[src/rtl/bcd2bin_seq.sv]
// Sequential packed-BCD to unsigned binary converter, one digit per clock, MSD first.
// Saturates to all ones with ovf above 2**BIN_W-1; any digit above 9 forces zero with err.
module bcd2bin_seq #(
  parameter int unsigned DIGITS = 3,
  parameter int unsigned BIN_W  = 8
) (
  input  logic                clk,
  input  logic                rst_n,
  input  logic                start,
  input  logic [4*DIGITS-1:0] bcd_in,
  output logic                busy,
  output logic                done,
  output logic [BIN_W-1:0]    bin_out,
  output logic                ovf,
  output logic                err
);

  localparam int unsigned AW    = 4 * DIGITS;
  localparam int unsigned CNT_W = (DIGITS > 1) ? $clog2(DIGITS) : 1;
  localparam int unsigned CW    = ((AW > BIN_W) ? AW : BIN_W) + 1;

  localparam logic [1:0] S_IDLE = 2'd0;
  localparam logic [1:0] S_RUN  = 2'd1;
  localparam logic [1:0] S_DONE = 2'd2;

  logic [1:0]       state, state_nxt;
  logic [AW-1:0]    acc, acc_nxt;
  logic [AW-1:0]    shreg, shreg_nxt;
  logic [CNT_W-1:0] cnt, cnt_nxt;
  logic             bad, bad_nxt;
  logic             busy_nxt, done_nxt;
  logic [BIN_W-1:0] bin_nxt;
  logic             ovf_nxt, err_nxt;

  logic [3:0]       digit_c;
  logic [AW-1:0]    acc_step_c;
  logic             bad_step_c;
  logic             sat_c;

  // Multiply-by-10 accumulate on the current MSD; accumulator width never wraps.
  always_comb begin
    digit_c    = shreg[AW-1 -: 4];
    acc_step_c = (acc << 3) + (acc << 1) + AW'(digit_c);
    bad_step_c = bad | (digit_c > 4'd9);
    sat_c      = CW'(acc_step_c) > CW'({BIN_W{1'b1}});
  end

  always_comb begin
    state_nxt = state;
    acc_nxt   = acc;
    shreg_nxt = shreg;
    cnt_nxt   = cnt;
    bad_nxt   = bad;
    bin_nxt   = bin_out;
    ovf_nxt   = ovf;
    err_nxt   = err;

    case (state)
      S_IDLE, S_DONE: begin
        // DONE also accepts start so conversions can run back-to-back.
        if (start) begin
          shreg_nxt = bcd_in;
          acc_nxt   = '0;
          cnt_nxt   = CNT_W'(DIGITS - 1);
          bad_nxt   = 1'b0;
          state_nxt = S_RUN;
        end else begin
          state_nxt = S_IDLE;
        end
      end
      S_RUN: begin
        acc_nxt   = acc_step_c;
        shreg_nxt = shreg << 4;
        bad_nxt   = bad_step_c;
        cnt_nxt   = cnt - CNT_W'(1);
        if (cnt == '0) begin
          state_nxt = S_DONE;
          err_nxt   = bad_step_c;
          if (bad_step_c) begin
            bin_nxt = '0;
            ovf_nxt = 1'b0;
          end else if (sat_c) begin
            bin_nxt = '1;
            ovf_nxt = 1'b1;
          end else begin
            bin_nxt = BIN_W'(acc_step_c);
            ovf_nxt = 1'b0;
          end
        end
      end
      default: state_nxt = S_IDLE;
    endcase

    busy_nxt = (state_nxt == S_RUN);
    done_nxt = (state_nxt == S_DONE);
  end

  always_ff @(posedge clk or negedge rst_n) begin
    if (!rst_n) begin
      state   <= S_IDLE;
      acc     <= '0;
      shreg   <= '0;
      cnt     <= '0;
      bad     <= 1'b0;
      busy    <= 1'b0;
      done    <= 1'b0;
      bin_out <= '0;
      ovf     <= 1'b0;
      err     <= 1'b0;
    end else begin
      state   <= state_nxt;
      acc     <= acc_nxt;
      shreg   <= shreg_nxt;
      cnt     <= cnt_nxt;
      bad     <= bad_nxt;
      busy    <= busy_nxt;
      done    <= done_nxt;
      bin_out <= bin_nxt;
      ovf     <= ovf_nxt;
      err     <= err_nxt;
    end
  end

endmodule

[config.mk]
export PLATFORM = sky130hd
export DESIGN_NAME = bcd2bin_seq
export DESIGN_NICKNAME = d
export VERILOG_FILES = /design/src/rtl/bcd2bin_seq.sv
export SDC_FILE = /design/constraint.sdc
export NUM_CORES = 1
export LEC_CHECK = 0
export ABC_AREA = 0
export ABC_CLOCK_PERIOD_IN_PS = 2850
export CAP_MARGIN = 5
export CELL_PAD_IN_SITES_DETAIL_PLACEMENT = 1
export CELL_PAD_IN_SITES_GLOBAL_PLACEMENT = 1
export CORE_ASPECT_RATIO = 0.7
export CORE_MARGIN = 5
export CORE_UTILIZATION = 39
export DETAILED_ROUTE_END_ITERATION = 6
export GPL_ROUTABILITY_DRIVEN = 0
export PLACE_DENSITY = 0.72
export SLEW_MARGIN = 15
export SYNTH_ARGS = -nofsm -noshare
export SYNTH_HDL_FRONTEND = slang
export SYNTH_SLANG_ARGS = --single-unit
[constraint.sdc]
create_clock -name clk -period 2.85 [get_ports clk]
set_input_delay 0.7125 -clock clk [delete_from_list [all_inputs] [get_ports clk]]
set_output_delay 0.7125 -clock clk [all_outputs]
set_load 0.005 [all_outputs]
==> impl_metrics.tcl, run 1 <==
set metrics [dict create \
    status "finished with violations" \
    failed_checks "negative setup slack" \
    number_of_cts_inserted_buffers 5 \
    worstPathRequired_ns 3.02 \
    h_tree_depth 2 \
    grt_pass1_vias 1862 \
    asyncSetResetFlopFracSynth_pct 100 \
    number_of_antenna_violations_at_the_first_check_in_global_routing 0 \
    synth.avg_cell_area_um2 11.2 \
    worst-path-max-fanout 8 \
    synth-simple-area-share_pct 10.9 \
    number_of_enable_type_register_cells_in_the_synthesized_netlist 0 \
    slew-limit-headroom_pct 40.9 \
    gr-usage-all-layers_pct 18.5 \
    clock-sinks 40 \
    post-route-drc-count 0 \
    io_buffers 26 \
    max_cap_violations 0 \
    drt_iter0_drc 108 \
    synthCells 188 \
    route.final.wire_length_um 6310 \
    worst_slew_pin_slew_ns 0.886 \
    totalNegativeSetupSlack_ns -0.0225 \
    yosysSeqAreaShare_pct 47.5 \
    synth_area_um2 2110 \
    critical_path.reg2reg.startpoint "acc[0]" \
    die_width_um 97.8 \
    drt-wirelength-per-cell_um 20.8 \
    fp.dieArea_um2 6990 \
    std_cell_rows 22 \
    synth_top_area_share_pct 47.5 \
    postSynth.topFlopCell "sky130_fd_sc_hd__dfrtp_1" \
    cts.clk_slew.worst_paths_ns 0.08 \
    hold_path.class "reg2reg" \
    nNetsFinal 268 \
    synth_common_cells "40 x sky130_fd_sc_hd__dfrtp_1, 19 x sky130_fd_sc_hd__ha_1, 19 x sky130_fd_sc_hd__nor2_1, 14 x sky130_fd_sc_hd__a22o_1" \
    cts_root_buffer "sky130_fd_sc_hd__clkbuf_8" \
    grt_first_pass_wirelength_um 10100 \
    postSynthNetCount 224 \
    critPathLaunch "acc[0]" \
    capturing_element_type_of_the_critical_path "flop" \
    route.detailed.vias_per_inst 5.59 \
    vias 1698 \
    synthDominantAreaCellType "sky130_fd_sc_hd__dfrtp_1" \
    drive_above_1_share_pct 20.3 \
    max-clock-path-buffers 2 \
    timing.final.ws_setup_ns -0.0138 \
    timing_worst_setup_path_type "reg2reg" \
    drt_first_pass_iters 4 \
    hold_path_startpoint "acc[9]" \
    post_synth_xor_area_fraction_pct 3.33 \
    final_instance_area_um2 2800 \
    slew_violations 0 \
    synth-compound-area-share_pct 21.5 \
    timing_hold_violations_final 0 \
    yosysWarnings 0 \
    cts_tree "yes" \
    synth_top_family_by_area "compound AO/OA/AOI/OAI gates" \
    maximum_number_of_pins_on_one_net_before_global_route_repair 41 \
    achievable-frequency_mhz 349 \
    placedInstanceArea_um2 2510 \
    yosysMostFrequentCell "sky130_fd_sc_hd__dfrtp_1" \
    global_route.overflow_total 0 \
    postSynthRegisterBits 40 \
    synthTopCellsByArea "sky130_fd_sc_hd__dfrtp_1 48%, sky130_fd_sc_hd__ha_1 11%, sky130_fd_sc_hd__a22o_1 5.8%" \
    n_antenna_cell 0 \
    core_area_um2 5230 \
    synth.area.mux_share_pct 1.01 \
    pin_count 27 \
    finalSetupViolations 2 \
    worst_skew_pair.late_latency_ns 0.29 \
    synth_cell_types 37 \
    y_dimension_of_the_die_um 71.5 \
    timing.final.crit_period_ns 2.86 \
    synthAdderAreaFrac_pct 13.2 \
    min_period_over_period_pct 100 \
    grt_setup_unrepaired "true" \
    fin_skew_ns 0.0120 \
    cts.hold.buffers_added 0 \
    initial_utilization_pct 40.3 \
    arrival_ns 3.03 \
    dpl.hpwl_um 4360 \
    worstSetupStartpointType "flop" \
    syn_to_final_growth_pct 32.8 \
    drtAntennaViolNets 0 \
]
==> kinds of logic (layout without fill, tap and decap cells) <==
family,Yosys count,after routing
flops,40,40
mux,2,2
compound gates,59,59
simple gates,44,44
xor+xnor,8,8
fa+ha+maj,21,21
buf+inv,14,58
==> registers in the layout, indices dropped and copies added (netlist names) <==
| register | cells |
|---|---|
| busy | 1 |
| bin_out | 8 |
| bad | 1 |
| done | 1 |
| err | 1 |
| shreg | 12 |
| cnt | 2 |
| ovf | 1 |
| state | 2 |
| acc | 11 |
==> critical path, stage by stage (launching register included) <==
cell	delay, ns
sky130_fd_sc_hd__dfrtp_1	0.41
sky130_fd_sc_hd__fa_1	0.53
sky130_fd_sc_hd__ha_1	0.36
sky130_fd_sc_hd__a211oi_2	0.25
sky130_fd_sc_hd__o21a_2	0.22
sky130_fd_sc_hd__nor3_1	0.07
sky130_fd_sc_hd__a311oi_2	0.25
sky130_fd_sc_hd__buf_4	0.18
sky130_fd_sc_hd__a31oi_4	0.15
sky130_fd_sc_hd__a221o_1	0.32
==> per-stage QoR <==
stage                     utilization (%)  std cells  setup slack, ns  hold slack [ns]
after floorplan                         -        188           0.0405            0.417
after global placement               47.9        290          -0.0322            0.467
after detailed placement             47.9        290           -0.194            0.492
after CTS                            52.0        301          -0.0367            0.509
after global routing                 53.5        304          -0.0630            0.526
final                                53.5        304          -0.0138            0.500
==> cell type report <==
class,count,area [um2]
clock buffer,5,68.8
sequential,40,1000
inverter,7,26.3
clock inverter,2,60.1
timing repair buffer,44,394
fill,563,2430
multi-input combinational,134,1160
tap,72,90.1
==> metal layers <==
layer | vias up | global-route usage [%] | wire length, um
li1 | 784 | - | -
met1 | 871 | 24.8 | 2900
met2 | 35 | 30.5 | 3120
met3 | 8 | 3.99 | 212
met4 | 0 | 5.07 | 88
met5 | - | 0 | 0
==> cell usage in the layout (no fill, tap or decap), types with 3 or more instances in the layout <==
master | Yosys | layout
sky130_fd_sc_hd__nand2b_1 | 3 | 3
sky130_fd_sc_hd__a21oi_1 | 7 | 5
sky130_fd_sc_hd__inv_1 | 7 | 7
sky130_fd_sc_hd__xor2_1 | 4 | 3
sky130_fd_sc_hd__a221o_1 | 7 | 7
sky130_fd_sc_hd__ha_1 | 19 | 15
sky130_fd_sc_hd__xnor2_1 | 4 | 3
sky130_fd_sc_hd__clkbuf_8 | 0 | 5
sky130_fd_sc_hd__nand3_1 | 3 | 3
sky130_fd_sc_hd__o21ai_0 | 8 | 8
sky130_fd_sc_hd__a22o_1 | 14 | 14
sky130_fd_sc_hd__o22ai_1 | 8 | 8
sky130_fd_sc_hd__nor2_1 | 19 | 19
sky130_fd_sc_hd__clkdlybuf4s50_1 | 0 | 25
sky130_fd_sc_hd__ha_4 | 0 | 4
sky130_fd_sc_hd__nand2_1 | 8 | 8
sky130_fd_sc_hd__buf_4 | 0 | 17
sky130_fd_sc_hd__o21a_1 | 4 | 3
sky130_fd_sc_hd__dfrtp_1 | 40 | 40
==> what timing repair did <==
action / CTS / global route
endpoints found under the setup margin: 9 / 9
pin swaps: 9 / 7
buffers inserted: 4 / 3
gates cloned: 0 / 0
resized for setup: 11 / 8
==> path summary, 6_finish.rpt <==
check / cells after the start / to / slack, ns
max: 9 / bin_out[2] / -0.01
min: 2 / acc[9] / 0.50
max reg2reg: 9 / bin_out[2] / -0.01
min reg2reg: 2 / acc[9] / 0.50
max in group asynchronous: 1 / acc[8] / 1.75
min in group asynchronous: 1 / acc[1] / 0.54
Power of run 1 is not shown: default switching activity piles up to over one toggle a cycle in this logic, so the estimate is an artifact.
==> run 2, diff against run 1 <==
CTS_BUF_LIST = sky130_fd_sc_hd__clkbuf_8 sky130_fd_sc_hd__clkbuf_16   (was default)
==> results of run 2 <==
No change in the layout: final DEF, timing and power equal those of run 1.
Power of run 2 is left out for the same reason.
==> run 3, diff against run 2 <==
CTS_CLUSTER_SIZE = 12   (was default)
==> results of run 3 <==
No change in the layout: final DEF, timing and power equal those of run 1.
Power of run 3 is left out for the same reason.
